<file path="src/rtl/nibble_serial_adder_ctrl_pkg.sv">
// Shared types and constants for the nibble-serial adder/subtractor controller.
package nibble_serial_adder_ctrl_pkg;

   // Width of the single ripple-carry slice that is reused every cycle.
   localparam int NIBBLE_W = 4;

   // Controller sequencing states.
   typedef enum logic [1:0] {
      ST_IDLE = 2'd0,
      ST_RUN  = 2'd1,
      ST_DONE = 2'd2
   } state_e;

   // Bits needed to index n nibbles; never less than one bit.
   function automatic int cnt_width(input int n);
      return (n <= 2) ? 1 : $clog2(n);
   endfunction

endpackage

</file>
<file path="src/rtl/nibble_serial_adder_ctrl_if.sv">
// Operand/result handshake bundle between a requester and the controller.
interface nibble_serial_adder_ctrl_if #(
   parameter int WIDTH = 16
);
   logic             in_valid;
   logic             in_ready;
   logic [WIDTH-1:0] a;
   logic [WIDTH-1:0] b;
   logic             cin;
   logic             sub;
   logic             out_valid;
   logic             out_ready;
   logic [WIDTH-1:0] sum;
   logic             cout;
   logic             ovf;
   logic             busy;

   // Requester side: presents operands, consumes results.
   modport master (
      output in_valid, a, b, cin, sub, out_ready,
      input  in_ready, out_valid, sum, cout, ovf, busy
   );

   // Controller side.
   modport slave (
      input  in_valid, a, b, cin, sub, out_ready,
      output in_ready, out_valid, sum, cout, ovf, busy
   );
endinterface

</file>
<file path="src/rtl/nibble_serial_adder_ctrl_rca4_slice.sv">
// Combinational 4-bit ripple-carry adder made of full-adder cells.
module rca4_slice
   import nibble_serial_adder_ctrl_pkg::*;
(
   input  logic [NIBBLE_W-1:0] a,
   input  logic [NIBBLE_W-1:0] b,
   input  logic                cin,
   output logic [NIBBLE_W-1:0] sum,
   output logic                cout
);
   logic [NIBBLE_W:0] carry;

   assign carry[0] = cin;

   // One full-adder cell per bit, carry rippling upward.
   for (genvar gi = 0; gi < NIBBLE_W; gi++) begin : g_fa
      assign sum[gi]     = a[gi] ^ b[gi] ^ carry[gi];
      assign carry[gi+1] = (a[gi] & b[gi]) | (carry[gi] & (a[gi] ^ b[gi]));
   end

   assign cout = carry[NIBBLE_W];
endmodule

</file>
<file path="src/rtl/nibble_serial_adder_ctrl.sv">
// Multi-precision add/subtract controller: walks one 4-bit slice across the
// operands LS nibble first, carrying between nibbles through a register.
module nibble_serial_adder_ctrl
   import nibble_serial_adder_ctrl_pkg::*;
#(
   parameter int WIDTH = 16
) (
   input  logic                        clk,
   input  logic                        rst_n,
   nibble_serial_adder_ctrl_if.slave   bus
);
   localparam int NIB   = WIDTH / NIBBLE_W;
   localparam int IDX_W = cnt_width(NIB);
   localparam int MSB   = WIDTH - 1;
   localparam logic [IDX_W-1:0] LAST_IDX = IDX_W'(NIB - 1);

   state_e           state_q, state_d;
   logic [WIDTH-1:0] opa_q, opa_d;
   logic [WIDTH-1:0] opb_q, opb_d;
   logic [WIDTH-1:0] sum_q, sum_d;
   logic [IDX_W-1:0] idx_q, idx_d;
   logic             carry_q, carry_d;
   logic             cout_q, cout_d;
   logic             ovf_q, ovf_d;
   logic             in_ready_q, in_ready_d;
   logic             out_valid_q, out_valid_d;
   logic             busy_q, busy_d;

   logic [NIBBLE_W-1:0] opa_nib [NIB];
   logic [NIBBLE_W-1:0] opb_nib [NIB];
   logic [NIBBLE_W-1:0] slice_sum;
   logic                slice_cout;

   // Split the operand registers into nibbles so the slice input is a plain mux.
   for (genvar gi = 0; gi < NIB; gi++) begin : g_nib
      assign opa_nib[gi] = opa_q[gi*NIBBLE_W +: NIBBLE_W];
      assign opb_nib[gi] = opb_q[gi*NIBBLE_W +: NIBBLE_W];
   end

   rca4_slice u_slice (
      .a    (opa_nib[idx_q]),
      .b    (opb_nib[idx_q]),
      .cin  (carry_q),
      .sum  (slice_sum),
      .cout (slice_cout)
   );

   // Next-state and datapath logic; handshake flags follow the next state so
   // they come straight from flops.
   always_comb begin
      state_d = state_q;
      opa_d   = opa_q;
      opb_d   = opb_q;
      sum_d   = sum_q;
      idx_d   = idx_q;
      carry_d = carry_q;
      cout_d  = cout_q;
      ovf_d   = ovf_q;
      unique case (state_q)
         ST_IDLE: begin
            if (bus.in_valid) begin
               // Subtract is A + ~B + 1, so cin is replaced by the forced 1.
               opa_d   = bus.a;
               opb_d   = bus.sub ? ~bus.b : bus.b;
               carry_d = bus.sub ? 1'b1 : bus.cin;
               idx_d   = '0;
               sum_d   = '0;
               state_d = ST_RUN;
            end
         end
         ST_RUN: begin
            for (int i = 0; i < NIB; i++) begin
               if (idx_q == IDX_W'(i)) sum_d[i*NIBBLE_W +: NIBBLE_W] = slice_sum;
            end
            carry_d = slice_cout;
            idx_d   = idx_q + 1'b1;
            if (idx_q == LAST_IDX) begin
               // Top nibble: slice MSB is the result MSB.
               cout_d  = slice_cout;
               ovf_d   = (opa_q[MSB] == opb_q[MSB]) &&
                         (slice_sum[NIBBLE_W-1] != opa_q[MSB]);
               state_d = ST_DONE;
            end
         end
         ST_DONE: begin
            if (bus.out_ready) state_d = ST_IDLE;
         end
         default: state_d = ST_IDLE;
      endcase
      in_ready_d  = (state_d == ST_IDLE);
      out_valid_d = (state_d == ST_DONE);
      busy_d      = (state_d != ST_IDLE);
   end

   // State and result registers; reset abandons any operation in flight.
   always_ff @(posedge clk or negedge rst_n) begin
      if (!rst_n) begin
         state_q     <= ST_IDLE;
         opa_q       <= '0;
         opb_q       <= '0;
         sum_q       <= '0;
         idx_q       <= '0;
         carry_q     <= 1'b0;
         cout_q      <= 1'b0;
         ovf_q       <= 1'b0;
         in_ready_q  <= 1'b1;
         out_valid_q <= 1'b0;
         busy_q      <= 1'b0;
      end else begin
         state_q     <= state_d;
         opa_q       <= opa_d;
         opb_q       <= opb_d;
         sum_q       <= sum_d;
         idx_q       <= idx_d;
         carry_q     <= carry_d;
         cout_q      <= cout_d;
         ovf_q       <= ovf_d;
         in_ready_q  <= in_ready_d;
         out_valid_q <= out_valid_d;
         busy_q      <= busy_d;
      end
   end

   assign bus.in_ready  = in_ready_q;
   assign bus.out_valid = out_valid_q;
   assign bus.busy      = busy_q;
   assign bus.sum       = sum_q;
   assign bus.cout      = cout_q;
   assign bus.ovf       = ovf_q;
endmodule

</file>
<file path="src/flat_wrapper.sv">
// flat-port wrapper written by rule: the top's interface ports become plain ports
module nibble_serial_adder_ctrl_flat import nibble_serial_adder_ctrl_pkg::*;
#(
   parameter int WIDTH = 16
)
  (clk, rst_n, bus_in_valid, bus_a, bus_b, bus_cin, bus_sub, bus_out_ready, bus_in_ready, bus_out_valid, bus_sum, bus_cout, bus_ovf, bus_busy);
  nibble_serial_adder_ctrl_if #(.WIDTH(WIDTH)) bus_i ();
  input  logic clk;
  input  logic rst_n;
  input wire logic [$bits(bus_i.in_valid)-1:0] bus_in_valid;
  input wire logic [$bits(bus_i.a)-1:0] bus_a;
  input wire logic [$bits(bus_i.b)-1:0] bus_b;
  input wire logic [$bits(bus_i.cin)-1:0] bus_cin;
  input wire logic [$bits(bus_i.sub)-1:0] bus_sub;
  input wire logic [$bits(bus_i.out_ready)-1:0] bus_out_ready;
  output wire logic [$bits(bus_i.in_ready)-1:0] bus_in_ready;
  output wire logic [$bits(bus_i.out_valid)-1:0] bus_out_valid;
  output wire logic [$bits(bus_i.sum)-1:0] bus_sum;
  output wire logic [$bits(bus_i.cout)-1:0] bus_cout;
  output wire logic [$bits(bus_i.ovf)-1:0] bus_ovf;
  output wire logic [$bits(bus_i.busy)-1:0] bus_busy;
  assign bus_i.in_valid = bus_in_valid;
  assign bus_i.a = bus_a;
  assign bus_i.b = bus_b;
  assign bus_i.cin = bus_cin;
  assign bus_i.sub = bus_sub;
  assign bus_i.out_ready = bus_out_ready;
  assign bus_in_ready = bus_i.in_ready;
  assign bus_out_valid = bus_i.out_valid;
  assign bus_sum = bus_i.sum;
  assign bus_cout = bus_i.cout;
  assign bus_ovf = bus_i.ovf;
  assign bus_busy = bus_i.busy;
  nibble_serial_adder_ctrl #(.WIDTH(WIDTH)) u_core (.clk(clk), .rst_n(rst_n), .bus(bus_i));
endmodule
</file>
<file path="config.mk">
export PLATFORM = sky130hd
export DESIGN_NAME = nibble_serial_adder_ctrl_flat
export DESIGN_NICKNAME = d
export VERILOG_FILES = /design/src/rtl/nibble_serial_adder_ctrl_pkg.sv /design/src/rtl/nibble_serial_adder_ctrl_if.sv /design/src/rtl/nibble_serial_adder_ctrl_rca4_slice.sv /design/src/rtl/nibble_serial_adder_ctrl.sv /design/src/flat_wrapper.sv
export SDC_FILE = /design/constraint.sdc
export NUM_CORES = 1
export LEC_CHECK = 0
export ABC_AREA = 1
export CAP_MARGIN = 40
export CORE_MARGIN = 10
export CORE_UTILIZATION = 46
export DETAILED_ROUTE_END_ITERATION = 8
export PLACE_DENSITY = 0.82
export SETUP_SLACK_MARGIN = 0.3
export SLEW_MARGIN = 20
export SYNTH_ARGS = -nofsm -noshare
export SYNTH_HDL_FRONTEND = slang
export SYNTH_SLANG_ARGS = --single-unit
</file>
<file path="constraint.sdc">
create_clock -name clk -period 3 [get_ports clk]
set_input_delay 0.6 -clock clk [delete_from_list [all_inputs] [get_ports clk]]
set_output_delay 0.6 -clock clk [all_outputs]
set_load 0.01 [all_outputs]
</file>
==> metrics <==
outcome completed; Post-Synth Adder-Cell Area 4.588%; transition time at the pin with the least slew margin 683.6 ps; total wire length 6830 um; die outline area 9707 sq um; vias in the first global route 2504; startpoint type of the worst setup path register; post-detailed-route count of antenna-violating nets 0; total global routing overflow 0; fraction of layout instances using a drive strength above 1 14.11%; maximum resistive drop on vdd 0.0005903 V; number of standard-cell rows in the floorplan 28; total power draw 4.463 mW; Power per Cell Area 1169 nW/um^2; FF-to-FF setup slack 340 ps; clock root buffer clkbuf_8; endpoint of the worst setup timing path u_core.bus.ovf; startpoint of the worst register-to-register path u_core.idx_q[0]; max_slew headroom 54.26%; hold violation count in the final report 0; final-layout setup total negative slack 0 ps; path type of the worst min-delay path in -> async; Period Utilization, post-route 88.51%; initial standard-cell utilization of the core 47.63%; XOR/XNOR share of the synthesized area 4.940%; DRC violation count after routing 0; minimum period implied by the final worst setup slack 2655 ps; routed via count divided by cell count 4.951; number of flip-flops and latches in the synthesized netlist 58; top achievable clock speed 376.6 MHz; vertical extent of the die 98.53 um; data arrival time at the worst-slack endpoint 2890 ps; RSZ-0062 raised after global routing yes; worst skew pair latency 340 ps; main combinational cell family by area after synthesis simple AND/OR/NAND/NOR gates; Synth Area per Inst 8.442 sq um; diode insertion count for antenna repair 0; Global Route Usage Sum 14.22%; required time of the worst setup path 3240 ps; Netlist Area Pre-Place 2836 sq um; maximum number of pins on one net before global-route repair 35; worst setup margin 344.6 ps; count of pins over their slew limit 0; clock tree from TritonCTS yes; worst path cell trace clkinv_4 -> buf_6 -> nor2_1 -> nor2_1 -> o21ai_0 -> nand2_1 -> fa_2 -> inv_2 -> fa_2 -> inv_2 -> fa_1 -> inv_2 -> nand3_2 -> o21ai_2 -> nand2_1 -> nand2_1; Worst R2R Path Depth 16; number of buffers created by CTS 9; post-route cell area 3817 sq um; crit path launch u_core.idx_q[0]; Finished Core Util 64.10%; Final #Nets 452; post-synth cell types 24; fraction of the yosys area taken by sequential cells 51.21%; antenna violations before repair 0; cell at the slowest stage of the critical path fa_1; Layout Skew 4.982 ps; number of failing setup endpoints in the final timing report 0; worst stage delay on the critical path 510 ps; top-level I/O count 59; GP Congestion 0.8257; Cells after Synth 336; worst setup path class reg -> reg; chip width 98.53 um; synthesized-area fraction occupied by ao, oa, aoi and oai cells 7.014%; static leakage power 1.881 nW; Syn Nets 382; simple-gate portion of the synthesized area 25.63%; critical path endpoint category register; CTS hold repair buffers 0; DP HPWL 4890 um; worst setup timing slack at the placement stage 123.1 ps; number of max-capacitance violations reported 0; endpoint of the most critical register-to-register path u_core.bus.ovf; CTS HTree Levels 3; drt wl/cell 14.05 um; synth warn 0; Placeable Area 5956 sq um; count of TritonRoute iterations in the first routing pass 4; clock net sink count 58; global-route wire length before repair 11320 um; Area Growth Syn to Fin 34.58%; cell area after placement 3476 sq um; number of I/O port buffers 58; highest fanout seen on the critical path 8; buffer levels on the longest clock path 2; Clock Pin Slew Worst Setup and Hold Paths 60 ps; portion of netlist area occupied by mux cells 0%; drt initial violations 144; Vias 2406
sequential cells by signal, summed over array words and instances (netlist names):
name	count
u_core.bus.sum	16
u_core.idx_q	2
u_core.bus.cout	1
u_core.carry_q	1
u_core.opb_q	16
u_core.state_q	2
u_core.opa_q	16
u_core.bus.out_valid	1
u_core.bus.ovf	1
u_core.bus.in_ready	1
u_core.bus.busy	1
cell usage in the layout (no fill, tap or decap), types with 6 or more instances in the layout:
cell / Yosys / layout
dfrtp_1: 57 / 56
nand2_1: 150 / 145
clkdlybuf4s50_1: 0 / 57
inv_1: 17 / 12
xnor2_1: 16 / 16
buf_4: 3 / 7
o21ai_0: 24 / 22
clkbuf_8: 0 / 10
nor2_1: 14 / 13
o21ai_1: 7 / 8
nand3_1: 15 / 12
inv_2: 1 / 6
per-stage QoR:
| step | instances | hold slack (ps) |
|---|---|---|
| final | 486 | 292.1 |
| after global routing | 486 | 339.7 |
| after CTS | 485 | 301.5 |
| after detailed placement | 461 | 459.1 |
| after global placement | 460 | 453.5 |
| after floorplan | 336 | 304.4 |
synth_stat cells, drive strengths merged:
library cell	n	area share, %
nand2	152	20
dfrtp	57	50
o21ai	32	5.8
inv	19	2.7
nor2	17	2.5
xnor2	16	4.9
nand3	15	2.6
buf	12	3.8
a21oi	4	0.71
fa	4	2.8
ha	4	1.8
o211ai	2	0.53
clkbuf	1	0.13
dfstp	1	0.93
kinds of logic after synthesis:
group                      Yosys count
AOI/OAI and AO/OA                   38
xor gates and xnor gates            16
adders and majority gates            8
buffers and inverters               32
DFF                                 58
and+or+nand+nor                    184
critical path, delay by kind of cell, from the launching register on:
kind,cells,cell delay [ps]
flops,1,490
simple gates,6,420
buf+inv,5,430
compound gates,2,130
fa+ha+maj,3,1080
worst min-delay path by stage:
| stage | endpoint | startpoint | slack (ps) |
|---|---|---|---|
| after floorplan | u_core.bus.busy | rst_n | 300 |
| after global placement | u_core.bus.sum[2] | u_core.bus.sum[2] | 450 |
| after detailed placement | u_core.bus.sum[5] | u_core.bus.sum[5] | 460 |
| after CTS | u_core.bus.sum[4] | rst_n | 300 |
| after global routing | u_core.state_q[1] | rst_n | 340 |
| final | u_core.bus.sum[4] | rst_n | 290 |
power breakdown:
| part | total (mW) | switching (mW) | leakage (nW) | internal [mW] |
|---|---|---|---|---|
| Combinational | 2.27 | 1.32 | 1.04 | 0.946 |
| Sequential | 1.41 | 0.255 | 0.727 | 1.15 |
| Clock | 0.791 | 0.304 | 0.109 | 0.487 |
routing by layer:
layer,track usage [%],routed length (um),up-vias
li1,-,-,1184
met1,16.82,3089,1130
met2,22.19,3141,79
met3,5.656,477,13
met4,6.615,122,0
met5,0,0,-
timing repair:
action                     in CTS  in global routing
setup buffers                   7                  1
hold endpoints to repair        0                  0
setup endpoints to repair       5                  5
pin swaps                       0                 10
gates cloned                    1                  0
resized for setup               2                 20
final cells by class:
cell class,count,area [sq um]
Fill cell,508,2138
Sequential cell,58,1454
Multi-Input combinational cell,246,1252
Timing Repair Buffer,71,713.2
Clock buffer,11,141.4
Tap cell,75,93.84
Inverter,19,81.33
Clock inverter,5,77.57
Timing Repair inverter,1,3.754
No activity file was read; power rests on OpenSTA's default activity.
